File: src/rtl/sqrt_pkg.sv
// Shared definitions for the integer square-root controller: widths,
// control-bus bit positions, status-bus field slices and the FSM state type.
package sqrt_pkg;

    localparam int DATA_W = 8;
    localparam int S_W    = DATA_W + 1;
    localparam int CTRL_W = 10;
    localparam int STAT_W = S_W + DATA_W;

    // Control bus bit positions
    localparam int CTRL_INIT  = 0;  // s<=4, d<=2
    localparam int CTRL_LD_S  = 1;  // s <= reg1 + reg2
    localparam int CTRL_LD_D  = 2;  // d <= reg1 + reg2
    localparam int CTRL_OUT   = 3;  // r / dt_o <= d >> 1
    localparam int CTRL_LD_R1 = 4;  // reg1 <= sel
    localparam int CTRL_LD_R2 = 5;  // reg2 <= sel
    localparam int CTRL_SEL_D = 6;  // sel = d
    localparam int CTRL_SEL_2 = 7;  // sel = constant 2
    localparam int CTRL_SEL_S = 8;  // sel = s
    localparam int CTRL_SEL_1 = 9;  // sel = constant 1

    // Status bus field slices: {x, s}
    localparam int STAT_S_LSB = 0;
    localparam int STAT_S_MSB = S_W - 1;
    localparam int STAT_X_LSB = S_W;
    localparam int STAT_X_MSB = S_W + DATA_W - 1;

    typedef enum logic [3:0] {
        ST_IDLE,
        ST_INIT,
        ST_CMP,
        ST_D1,
        ST_D2,
        ST_D3,
        ST_S1,
        ST_S2,
        ST_S3,
        ST_S4,
        ST_S5,
        ST_S6,
        ST_FIN
    } state_t;

    // One-hot control word with a single bit set
    function automatic logic [CTRL_W-1:0] ctrl_bit(input int idx);
        logic [CTRL_W-1:0] v;
        v      = '0;
        v[idx] = 1'b1;
        return v;
    endfunction

endpackage

File: src/rtl/sqrt_ctrl.sv
// Sequencing FSM for the 8-bit odd-increment square-root datapath.
// Loop: s=4, d=2; while (s <= x) { d += 2; s += d + 1; }; r = d >> 1.
// Each loop pass is ten cycles (CMP plus D1..S6); a watchdog aborts with
// err_o if the loop runs more than MAX_ITER passes.
module sqrt_ctrl
    import sqrt_pkg::*;
#(
    parameter int MAX_ITER = 16
) (
    input  logic              clk,
    input  logic              rstn_i,
    input  logic              start_i,
    input  logic [STAT_W-1:0] bus_proc,
    output logic              busy_o,
    output logic [CTRL_W-1:0] bus_ctrl,
    output logic              done_o,
    output logic              err_o
);

    localparam int CNT_W = $clog2(MAX_ITER + 1);
    localparam logic [CNT_W-1:0] ITER_LIMIT = CNT_W'(MAX_ITER);

    state_t            state_reg, state_next;
    logic [CNT_W-1:0]  iter_reg,  iter_next;
    logic              busy_reg,  busy_next;
    logic              done_reg,  done_next;
    logic              err_reg,   err_next;

    logic [S_W-1:0]    s_val;
    logic [DATA_W-1:0] x_val;
    logic              s_gt_x;

    assign s_val  = bus_proc[STAT_S_MSB:STAT_S_LSB];
    assign x_val  = bus_proc[STAT_X_MSB:STAT_X_LSB];
    // 9-bit unsigned compare against zero-extended x
    assign s_gt_x = (s_val > {1'b0, x_val});

    assign busy_o = busy_reg;
    assign done_o = done_reg;
    assign err_o  = err_reg;

    // State, iteration counter and handshake outputs register
    always_ff @(posedge clk or negedge rstn_i) begin
        if (!rstn_i) begin
            state_reg <= ST_IDLE;
            iter_reg  <= '0;
            busy_reg  <= 1'b0;
            done_reg  <= 1'b0;
            err_reg   <= 1'b0;
        end else begin
            state_reg <= state_next;
            iter_reg  <= iter_next;
            busy_reg  <= busy_next;
            done_reg  <= done_next;
            err_reg   <= err_next;
        end
    end

    // Next-state, counter and handshake logic
    always_comb begin
        state_next = state_reg;
        iter_next  = iter_reg;
        busy_next  = busy_reg;
        done_next  = 1'b0;
        err_next   = 1'b0;
        case (state_reg)
            ST_IDLE: begin
                if (start_i) begin
                    state_next = ST_INIT;
                    busy_next  = 1'b1;
                end
            end
            ST_INIT: begin
                state_next = ST_CMP;
                iter_next  = '0;
            end
            ST_CMP: begin
                if (s_gt_x) begin
                    state_next = ST_FIN;
                end else if (iter_reg == ITER_LIMIT) begin
                    // Runaway loop: abandon without producing a result
                    state_next = ST_IDLE;
                    busy_next  = 1'b0;
                    err_next   = 1'b1;
                end else begin
                    state_next = ST_D1;
                    iter_next  = iter_reg + 1'b1;
                end
            end
            ST_D1:   state_next = ST_D2;
            ST_D2:   state_next = ST_D3;
            ST_D3:   state_next = ST_S1;
            ST_S1:   state_next = ST_S2;
            ST_S2:   state_next = ST_S3;
            ST_S3:   state_next = ST_S4;
            ST_S4:   state_next = ST_S5;
            ST_S5:   state_next = ST_S6;
            ST_S6:   state_next = ST_CMP;
            ST_FIN: begin
                state_next = ST_IDLE;
                busy_next  = 1'b0;
                done_next  = 1'b1;
            end
            default: begin
                state_next = ST_IDLE;
                busy_next  = 1'b0;
            end
        endcase
    end

    // Moore decode of datapath commands; at most one select bit per state
    always_comb begin
        bus_ctrl = '0;
        case (state_reg)
            ST_INIT: bus_ctrl = ctrl_bit(CTRL_INIT);
            ST_D1:   bus_ctrl = ctrl_bit(CTRL_SEL_D) | ctrl_bit(CTRL_LD_R1);
            ST_D2:   bus_ctrl = ctrl_bit(CTRL_SEL_2) | ctrl_bit(CTRL_LD_R2);
            ST_D3:   bus_ctrl = ctrl_bit(CTRL_LD_D);
            ST_S1:   bus_ctrl = ctrl_bit(CTRL_SEL_S) | ctrl_bit(CTRL_LD_R1);
            ST_S2:   bus_ctrl = ctrl_bit(CTRL_SEL_D) | ctrl_bit(CTRL_LD_R2);
            ST_S3:   bus_ctrl = ctrl_bit(CTRL_LD_S);
            ST_S4:   bus_ctrl = ctrl_bit(CTRL_SEL_S) | ctrl_bit(CTRL_LD_R1);
            ST_S5:   bus_ctrl = ctrl_bit(CTRL_SEL_1) | ctrl_bit(CTRL_LD_R2);
            ST_S6:   bus_ctrl = ctrl_bit(CTRL_LD_S);
            ST_FIN:  bus_ctrl = ctrl_bit(CTRL_OUT);
            default: bus_ctrl = '0;
        endcase
    end

endmodule

File: config.mk
export PLATFORM = sky130hd
export DESIGN_NAME = sqrt_ctrl
export DESIGN_NICKNAME = d
export VERILOG_FILES = /design/src/rtl/sqrt_pkg.sv /design/src/rtl/sqrt_ctrl.sv
export SDC_FILE = /design/constraint.sdc
export NUM_CORES = 1
export LEC_CHECK = 0
export BUFFER_PORTS_ARGS = -buffer_cell sky130_fd_sc_hd__buf_2
export CAP_MARGIN = 0
export CELL_PAD_IN_SITES_DETAIL_PLACEMENT = 1
export CELL_PAD_IN_SITES_GLOBAL_PLACEMENT = 1
export CORE_ASPECT_RATIO = 0.7
export CORE_MARGIN = 10
export CORE_UTILIZATION = 41
export CTS_BUF_LIST = sky130_fd_sc_hd__clkbuf_4
export CTS_CLUSTER_SIZE = 8
export DETAILED_ROUTE_END_ITERATION = 10
export GPL_TIMING_DRIVEN = 0
export PLACE_DENSITY_LB_ADDON = 0.08
export SETUP_SLACK_MARGIN = 0.15
export SLEW_MARGIN = 20
export SYNTH_ARGS = -nofsm -noshare
export SYNTH_HDL_FRONTEND = slang
export SYNTH_SLANG_ARGS = --single-unit
export TNS_END_PERCENT = 50
File: constraint.sdc
create_clock -name clk -period 2.65 [get_ports clk]
set_input_delay 0.53 -clock clk [delete_from_list [all_inputs] [get_ports clk]]
set_output_delay 0.53 -clock clk [all_outputs]
set_load 0.02 [all_outputs]
# == Yosys cells after proc, flatten, opt, wreduce, memory -nomap -nowiden ==
# Memories as Yosys holds them, arrays and structs flattened.
# Index checks and enable logic that the tools add are counted.
# classes
addsub,1
order_cmp,1
eq_ne,17
mux,15
n_bitwise,1
n_reduce_logical,6
# ops
cell,count
$pmux 4 s11,1
$eq 4x4->1 const B,5
$eq 4x3->1 const B,4
$mux 5,2
$pmux 5 s2,1
$reduce_or 10->1,1
$gt 9x8->1,1
$eq 4x2->1 const B,2
$mux 4,2
$ne 2x2->1 const B,4
$mux 1,7
$add 5x1->5 const B,1
$eq 5x5->1 const B,1
$eq 4x1->1 const B,1
$logic_not 4->1,1
$reduce_and 4->1,1
$pmux 1 s3,1
$reduce_and 3->1,1
$mux 2,1
$reduce_bool 2->1,1
$reduce_or 2->1,1
$not 1->1,1
# word_totals
regBits,12
rom_bits,160
output_inout_bits,13
elab_cells,47
memories,1
# mem_list
name,depth,word_bits,read_ports,rd_clocked_by_memory_dff,wr,line_no,rtl
(no name shown),16,10,1,0,0,sqrt_ctrl.sv:114,case (state_reg)

# == Logic depth before layout (Yosys ltp) ==
# Gate-level depths: netlist of run 1.
# depth
word_depth,4
mapped_depth,7
depth_no_buf,7

# == Worst setup path after synthesis of run 1 ==
# OpenSTA, ideal clock, no wires.
# synth_timing
kind,register to output
start,reg state_reg[0]
end,out bus_ctrl[4]
arrival_ps,1602
path_slack_ps,518
stages_incl_launch_ff,7
cell_sequence,dfrtp_1 -> inv_1 -> ha_1 -> clkbuf_1 -> nand2_1 -> o22ai_1 -> a21o_1
# synth_between
elab_chain_len,1
# synth_lines
element,line_no,rtl
start: declaration,sqrt_ctrl.sv:23,"state_t state_reg, state_next;"
start signal: assignment,sqrt_ctrl.sv:51,state_reg <= state_next;
$mem_v2 16x10,n/a,
end: declaration,sqrt_ctrl.sv:15,"output logic [CTRL_W-1:0] bus_ctrl,"
# Every way passes these cells.

# == Worst setup path after layout of run 1 ==
# Ends and elaborated chain as after synthesis.

==> results.sh, run 1 <==
export IMPL_drive_above_1_share_pct=24.8
export IMPL_postCtsHoldBufs=0
export IMPL_fmax_mhz=441
export IMPL_first_global_vias=1083
export IMPL_irDropWorstVdd_mv=0.436
export IMPL_place_gp_congestion=0.783
export IMPL_dr_total_vias=1046
export IMPL_cp_num_buf_inv=3
export IMPL_critical_path_slowest_cell="dfrtp_1"
export IMPL_antenna_found_initial=0
export IMPL_maxCapViolCount=0
export IMPL_post_cts_buffers=0
export IMPL_synthesis_area_um2=1050
export IMPL_numCtsBuffers=3
export IMPL_vias_per_cell=5.36
export IMPL_overflow=0
export IMPL_core_um2=2460
export IMPL_worst_slew_margin_rel_pct=59.4
export IMPL_largest_reg_flops=5
export IMPL_slowest_delay_ps=440
export IMPL_place_ws_ps=411
export IMPL_end_kind="primary output"
export IMPL_die_x_um=80.6
export IMPL_grt_max_degree=13
export IMPL_postRouteWirelength_um=2980
export IMPL_drc=0
export IMPL_p_leak_nw=0.739
export IMPL_synth_xor_area_share_pct=0
export IMPL_clock_path_buffers=2
export IMPL_finClkSkew_ps=1.45
export IMPL_num_rows=15
export IMPL_path_cells="inv_1 -> ha_1 -> clkbuf_2 -> nand2_1 -> o22ai_1 -> a21o_1 -> buf_2"
export IMPL_grt_usage_pct=12.4
export IMPL_finalHoldViolCount=0
export IMPL_root_buffer="clkbuf_4"
export IMPL_drtIter0Drc=41
export IMPL_start_util_pct=42.8
export IMPL_power_mw=1.12
export IMPL_cts_tree="built"
export IMPL_synth_top_family_by_area="simple AND/OR/NAND/NOR gates"
export IMPL_yosysTopAreaCellShare_pct=28.5
export IMPL_grt_pass1_wl_um=5140
export IMPL_num_antenna_cells=0
export IMPL_nets=198
export IMPL_yosysWarnings=0
export IMPL_dieArea_um2=5030
export IMPL_fin_crit_sh_pct=85.6
export IMPL_clk_pin_slew_ps=70
export IMPL_wl_per_cell_um=15.3
export IMPL_synth_avg_cell_area_um2=8.35
export IMPL_dp_hpwl_um=2540
export IMPL_ys_ff_latch=12
export IMPL_io_buffers=32
export IMPL_synth_cells=126
export IMPL_layout_setup_ws_ps=382
export IMPL_post_synth_fa_ha_maj_area_fraction_pct=17.8
export IMPL_cts_sinks=12
export IMPL_synth_nets=161
export IMPL_worst_ep_required_time_ps=2120
export IMPL_slew_viol_final=0
export IMPL_clk_latency_ps=270
export IMPL_finalSetupTns_ps=0
export IMPL_final_antenna_net_count=0
export IMPL_areaGrowthSynthToFinish_pct=21.5
export IMPL_hold_path_class="primary input to asynchronous set/reset pin"
export IMPL_synth_simple_gate_area_share_pct=21.0
export IMPL_synth_cell_types=35
export IMPL_ys_seq_area_share_pct=28.5
export IMPL_synthMuxAreaShare_pct=5.71
export IMPL_ctsResizeCount=0
export IMPL_status="completed"
export IMPL_synth_area_leaders="dfrtp_1 (29%), ha_1 (18%), inv_1 (7.5%)"
export IMPL_synth_compound_area_share_pct=17.6
export IMPL_dr_pass1_iters=4
export IMPL_htree_levels=1
export IMPL_cp_arrival_ps=1740
export IMPL_rsz0062_at_grt="false"
export IMPL_path_max_fanout=10
export IMPL_min_period_ps=2270
export IMPL_synth_largest_area_cell="dfrtp_1"
export IMPL_die_y_um=62.4
export IMPL_cp_start_kind="flop"
export IMPL_setup_viol=0
export IMPL_ios=33
export IMPL_crit_family="buffers and inverters"
export IMPL_critPathKind="flop to primary output"
export IMPL_powerDensity_nw_per_um2=876
export IMPL_worstMarginPinSlew_ps=610
-- cells by family after synthesis --
family	after synthesis
multiplexers	6
flip-flops	12
adder cells (fa/ha/maj)	15
AND/OR/NAND/NOR	43
buffers and inverters	24
AO/OA/AOI/OAI	26
-- worst reg2reg max path: stages (launching register included) --
cell	delay (ps)
dfrtp_1	430
inv_1	90
ha_1	310
and3_1	200
a221oi_1	500
inv_1	130
o21ai_0	190
-- cell type report --
type	count	area, µm²
clock buffer	3	22.5
tap	34	42.5
fill	314	1180
buffer	3	20.0
multi-input combinational	90	654
inverter	21	78.8
timing repair buffer	32	160
sequential	12	300
-- per-layer routing --
layer / track usage (%) / vias to the layer above / routed length, µm / share of wire [%]
li1: - / 501 / - / -
met2: 20.1 / 26 / 1450 / 49
met5: 0 / - / 0 / 0
met3: 3.88 / 2 / 171 / 5.7
met4: 1.75 / 0 / 6 / 0.20
met1: 15.8 / 517 / 1360 / 45
-- cells in the final DEF, fill, tap and decap left out, drive strengths merged --
master | synthesis | final
a211oi | 1 | 1
dfrtp | 12 | 12
a22o | 1 | 1
nand2b | 4 | 4
nor3b | 2 | 2
and4b | 1 | 1
o22ai | 2 | 2
or3b | 1 | 1
a221oi | 1 | 1
nand3 | 3 | 3
nand4 | 1 | 1
a21oi | 3 | 3
nor2b | 1 | 1
nor2 | 12 | 12
a22oi | 1 | 1
ha | 15 | 15
buf | 2 | 34
a21o | 2 | 2
inv | 21 | 21
nand4bb | 1 | 1
nor3 | 2 | 2
o21bai | 1 | 1
and3 | 3 | 3
o211ai | 2 | 2
a2111o | 1 | 1
a32oi | 1 | 1
o21ai | 6 | 6
clkbuf | 1 | 4
o21a | 2 | 2
mux2i | 6 | 6
a211o | 1 | 1
o221ai | 1 | 1
nand2 | 12 | 12
-- Yosys cell counts --
cell type and instances:
a2111o_1 1, a211o_1 1, a211oi_1 1, a21o_1 2, a21oi_1 3, a221oi_1 1
a22o_1 1, a22oi_1 1, a32oi_1 1, and3_1 3, and4b_1 1, buf_4 2
clkbuf_1 1, dfrtp_1 12, ha_1 15, inv_1 21, mux2i_1 6, nand2_1 12
nand2b_1 4, nand3_1 3, nand4_1 1, nand4bb_1 1, nor2_1 12, nor2b_1 1
nor3_1 2, nor3b_1 1, nor3b_2 1, o211ai_1 1, o211ai_2 1, o21a_1 2
o21ai_0 6, o21bai_1 1, o221ai_1 1, o22ai_1 2, or3b_1 1
-- stage by stage --
| step | hold WS, ps | cells | utilization, % | area (µm²) |
|---|---|---|---|---|
| 2_1_floorplan | 234 | 126 | - | 1050 |
| 6_report | 129 | 195 | 52.0 | 1280 |
| 5_1_grt | 134 | 195 | 52.0 | 1280 |
| 3_3_place_gp | 419 | 192 | 51.0 | 1250 |
| 3_5_place_dp | 424 | 192 | 51.0 | 1250 |
| 4_1_cts | 132 | 195 | 52.0 | 1280 |
-- power by group --
| part | total (mW) | switching [mW] | internal (mW) |
|---|---|---|---|
| clock | 0.108 | 0.0554 | 0.0526 |
| sequential | 0.278 | 0.0428 | 0.235 |
| combinational | 0.734 | 0.465 | 0.269 |
| total | 1.12 | 0.563 | 0.557 |
-- final timing paths --
check | to | start | slack [ps] | cells past startpoint
min in group clk | iter_reg[4]$_DFFE_PN0P_ | iter_reg[4]$_DFFE_PN0P_ | 520 | 1
max in group asynchronous | iter_reg[4]$_DFFE_PN0P_ | rstn_i | 2310 | 1
worst max register to register | state_reg[1]$_DFFE_PN0N_ | state_reg[0]$_DFFE_PN0N_ | 710 | 6
worst min-delay path | state_reg[2]$_DFFE_PN0N_ | rstn_i | 130 | 1
worst max-delay path | bus_ctrl[4] | state_reg[0]$_DFFE_PN0N_ | 380 | 7
worst min register to register | iter_reg[4]$_DFFE_PN0P_ | iter_reg[4]$_DFFE_PN0P_ | 520 | 1
(Power assumes the default switching activity.)
==> run 2: changes to the inputs <==
--- a/config.mk
+++ b/config.mk
@@ -5,18 +5,20 @@
 export SDC_FILE = /design/constraint.sdc
 export NUM_CORES = 1
 export LEC_CHECK = 0
+export ABC_AREA = 1
 export BUFFER_PORTS_ARGS = -buffer_cell sky130_fd_sc_hd__buf_2
 export CAP_MARGIN = 0
 export CELL_PAD_IN_SITES_DETAIL_PLACEMENT = 1
 export CELL_PAD_IN_SITES_GLOBAL_PLACEMENT = 1
 export CORE_ASPECT_RATIO = 0.7
 export CORE_MARGIN = 10
-export CORE_UTILIZATION = 41
+export CORE_UTILIZATION = 40
 export CTS_BUF_LIST = sky130_fd_sc_hd__clkbuf_4
 export CTS_CLUSTER_SIZE = 8
 export DETAILED_ROUTE_END_ITERATION = 10
 export GPL_TIMING_DRIVEN = 0
 export PLACE_DENSITY_LB_ADDON = 0.08
+export RECOVER_POWER = 50
 export SETUP_SLACK_MARGIN = 0.15
 export SLEW_MARGIN = 20
 export SYNTH_ARGS = -nofsm -noshare
==> results.sh, run 2 <==
export IMPL_status="completed"
export IMPL_clk_pin_slew_ps=70
export IMPL_powerDensity_nw_per_um2=821
export IMPL_clock_path_buffers=2
export IMPL_place_ws_ps=609
export IMPL_grt_usage_pct=11.3
export IMPL_cts_sinks=12
export IMPL_numCtsBuffers=3
export IMPL_stdcell_count=231
export IMPL_cp_start_kind="flop"
export IMPL_start_util_pct=41.4
export IMPL_synth_cell_types=26
export IMPL_end_kind="primary output"
export IMPL_synthesis_area_um2=1140
export IMPL_ys_flop_type="dfrtp_1"
export IMPL_cp_arrival_ps=1680
export IMPL_wl_per_cell_um=12.9
export IMPL_worstMarginPinSlew_ps=644
export IMPL_vias_per_cell=4.71
export IMPL_synth_cells=159
export IMPL_layout_setup_ws_ps=439
export IMPL_postRouteWirelength_um=2980
export IMPL_slew_viol_final=0
export IMPL_hold_path_class="primary input to asynchronous set/reset pin"
export IMPL_antenna_found_initial=0
export IMPL_post_cts_buffers=0
export IMPL_dp_hpwl_um=2670
export IMPL_overflow=0
export IMPL_num_antenna_cells=0
export IMPL_grt_pass1_wl_um=5150
export IMPL_fmax_mhz=452
export IMPL_dieArea_um2=5430
export IMPL_synth_nets=194
export IMPL_synth_async_reset_ratio_pct=100
export IMPL_dr_total_vias=1087
export IMPL_root_buffer="clkbuf_4"
export IMPL_min_period_ps=2210
export IMPL_yosysTopAreaCellShare_pct=26.3
export IMPL_worst_slew_margin_rel_pct=57.1
export IMPL_ios=33
export IMPL_irDropWorstVdd_mv=0.453
export IMPL_dp_cells=227
export IMPL_synth_commonest_cells="nand2_1 (44), inv_1 (29), ha_1 (15), nor2_1 (15), dfrtp_1 (12)"
export IMPL_final_common_cell="nand2_1"
export IMPL_synth_most_common_cell="nand2_1"
export IMPL_maxCapViolCount=0
export IMPL_ys_seq_area_share_pct=26.3
export IMPL_yosysWarnings=0
export IMPL_areaGrowthSynthToFinish_pct=18.2
export IMPL_power_mw=1.11
export IMPL_drc=0
export IMPL_core_um2=2760
export IMPL_synth_area_leaders="dfrtp_1 (26%), ha_1 (16%), nand2_1 (14%)"
export IMPL_htree_levels=1
export IMPL_synth_largest_area_cell="dfrtp_1"
export IMPL_first_global_vias=1145
export IMPL_dr_pass1_iters=4
export IMPL_critPathKind="flop to primary output"
export IMPL_fillers=386
export IMPL_synth_avg_cell_area_um2=7.19
export IMPL_layout_common_cells="nand2_1 (44), inv_1 (29), buf_2 (28), nor2_1 (17), ha_1 (15)"
export IMPL_synth_edf_count=0
export IMPL_die_x_um=83.9
export IMPL_ctsResizeCount=0
export IMPL_num_rows=16
export IMPL_io_buffers=32
export IMPL_p_leak_nw=0.837
export IMPL_postCtsHoldBufs=0
export IMPL_worst_ep_required_time_ps=2120
export IMPL_setup_viol=0
export IMPL_rsz0062_at_grt="false"
export IMPL_grt_max_degree=13
export IMPL_ys_ff_latch=12
export IMPL_finalHoldViolCount=0
export IMPL_largest_reg_flops=5
export IMPL_clk_latency_ps=270
export IMPL_finalSetupTns_ps=0
export IMPL_final_antenna_net_count=0
export IMPL_drive_above_1_share_pct=23.6
export IMPL_die_y_um=64.7
export IMPL_fin_crit_sh_pct=83.4
export IMPL_finClkSkew_ps=2.04
export IMPL_path_max_fanout=5
export IMPL_place_gp_congestion=0.863
export IMPL_drtIter0Drc=48
export IMPL_nets=231
export IMPL_cts_tree="built"
## run 2: cell types whose count changed after synthesis, moves of 3 or more
cell	delta
nor2_1	+3
nand2b_1	-4
xor2_1	+3
nand2_4	+3
nand3_1	+6
inv_1	+8
and3_1	-3
o21ai_0	-3
nand2_1	+32
mux2i_1	-6
a21oi_1	+3
## run 2: path summary, 6_finish.rpt
| path | startpoint | to | slack [ps] | cells after the start |
|---|---|---|---|---|
| worst max-delay path | state_reg[1]$_DFFE_PN0N_ | bus_ctrl[4] | 440 | 6 |
| worst min-delay path | rstn_i | iter_reg[0]$_DFFE_PN0P_ | 250 | 1 |
| worst max register to register | state_reg[0]$_DFFE_PN0N_ | iter_reg[4]$_DFFE_PN0P_ | 680 | 9 |
| worst min register to register | busy_o$_DFFE_PN0P_ | busy_o$_DFFE_PN0P_ | 480 | 2 |
| max in group asynchronous | rstn_i | state_reg[2]$_DFFE_PN0N_ | 1990 | 1 |
| min in group clk | busy_o$_DFFE_PN0P_ | busy_o$_DFFE_PN0P_ | 480 | 2 |
## run 2: final cells by class
cell class              count  area, µm²  area share [%]
flip-flops and latches     12        300            22.2
multi-input cells         114        693            51.3
repair buffers             32        155            11.5
well taps                  36       45.0            3.33
clock buffers               3       22.5            1.67
clock inverters             1       3.75           0.278
inverters                  33        131            9.72
## run 2: critical path, cell delays in order (launching register included)
cell and delay (ps):
dfrtp_1 430, inv_1 90, ha_1 250, inv_1 120, o22ai_1 90, or2_2 270
buf_2 160
## run 2: metal layers
| layer | part of all wire, % | GRT usage (%) | wire (µm) |
|---|---|---|---|
| met5 | 0 | 0 | 0 |
| met4 | 0.50 | 2.50 | 15 |
| met3 | 4.8 | 3.87 | 144 |
| met2 | 46 | 19.4 | 1360 |
| met1 | 49 | 13.3 | 1460 |
## run 2: through the flow
step	instance area [µm²]	utilization [%]	hold WS, ps
CTS	1380	49.8	117
global route	1350	48.9	290
detailed placement	1350	48.8	426
floorplan	1140	-	234
finish	1350	48.9	247
global placement	1350	48.8	422
## run 2: cells by family (layout without fill, tap and decap cells)
group / Yosys count / in the layout / share of synthesized area [%]
buffers and inverters: 33 / 69 / 11.5
xor gates and xnor gates: 3 / 3 / 2.30
adders and majority gates: 15 / 15 / 16.4
and+or+nand+nor: 83 / 83 / 36.5
AOI/OAI and AO/OA: 13 / 13 / 7.00
DFF: 12 / 12 / 26.3
## run 2: power by group
group          total, mW  internal, mW  switching, mW
Clock              0.116        0.0546         0.0613
Combinational      0.728         0.245          0.483
Sequential         0.266         0.224         0.0423
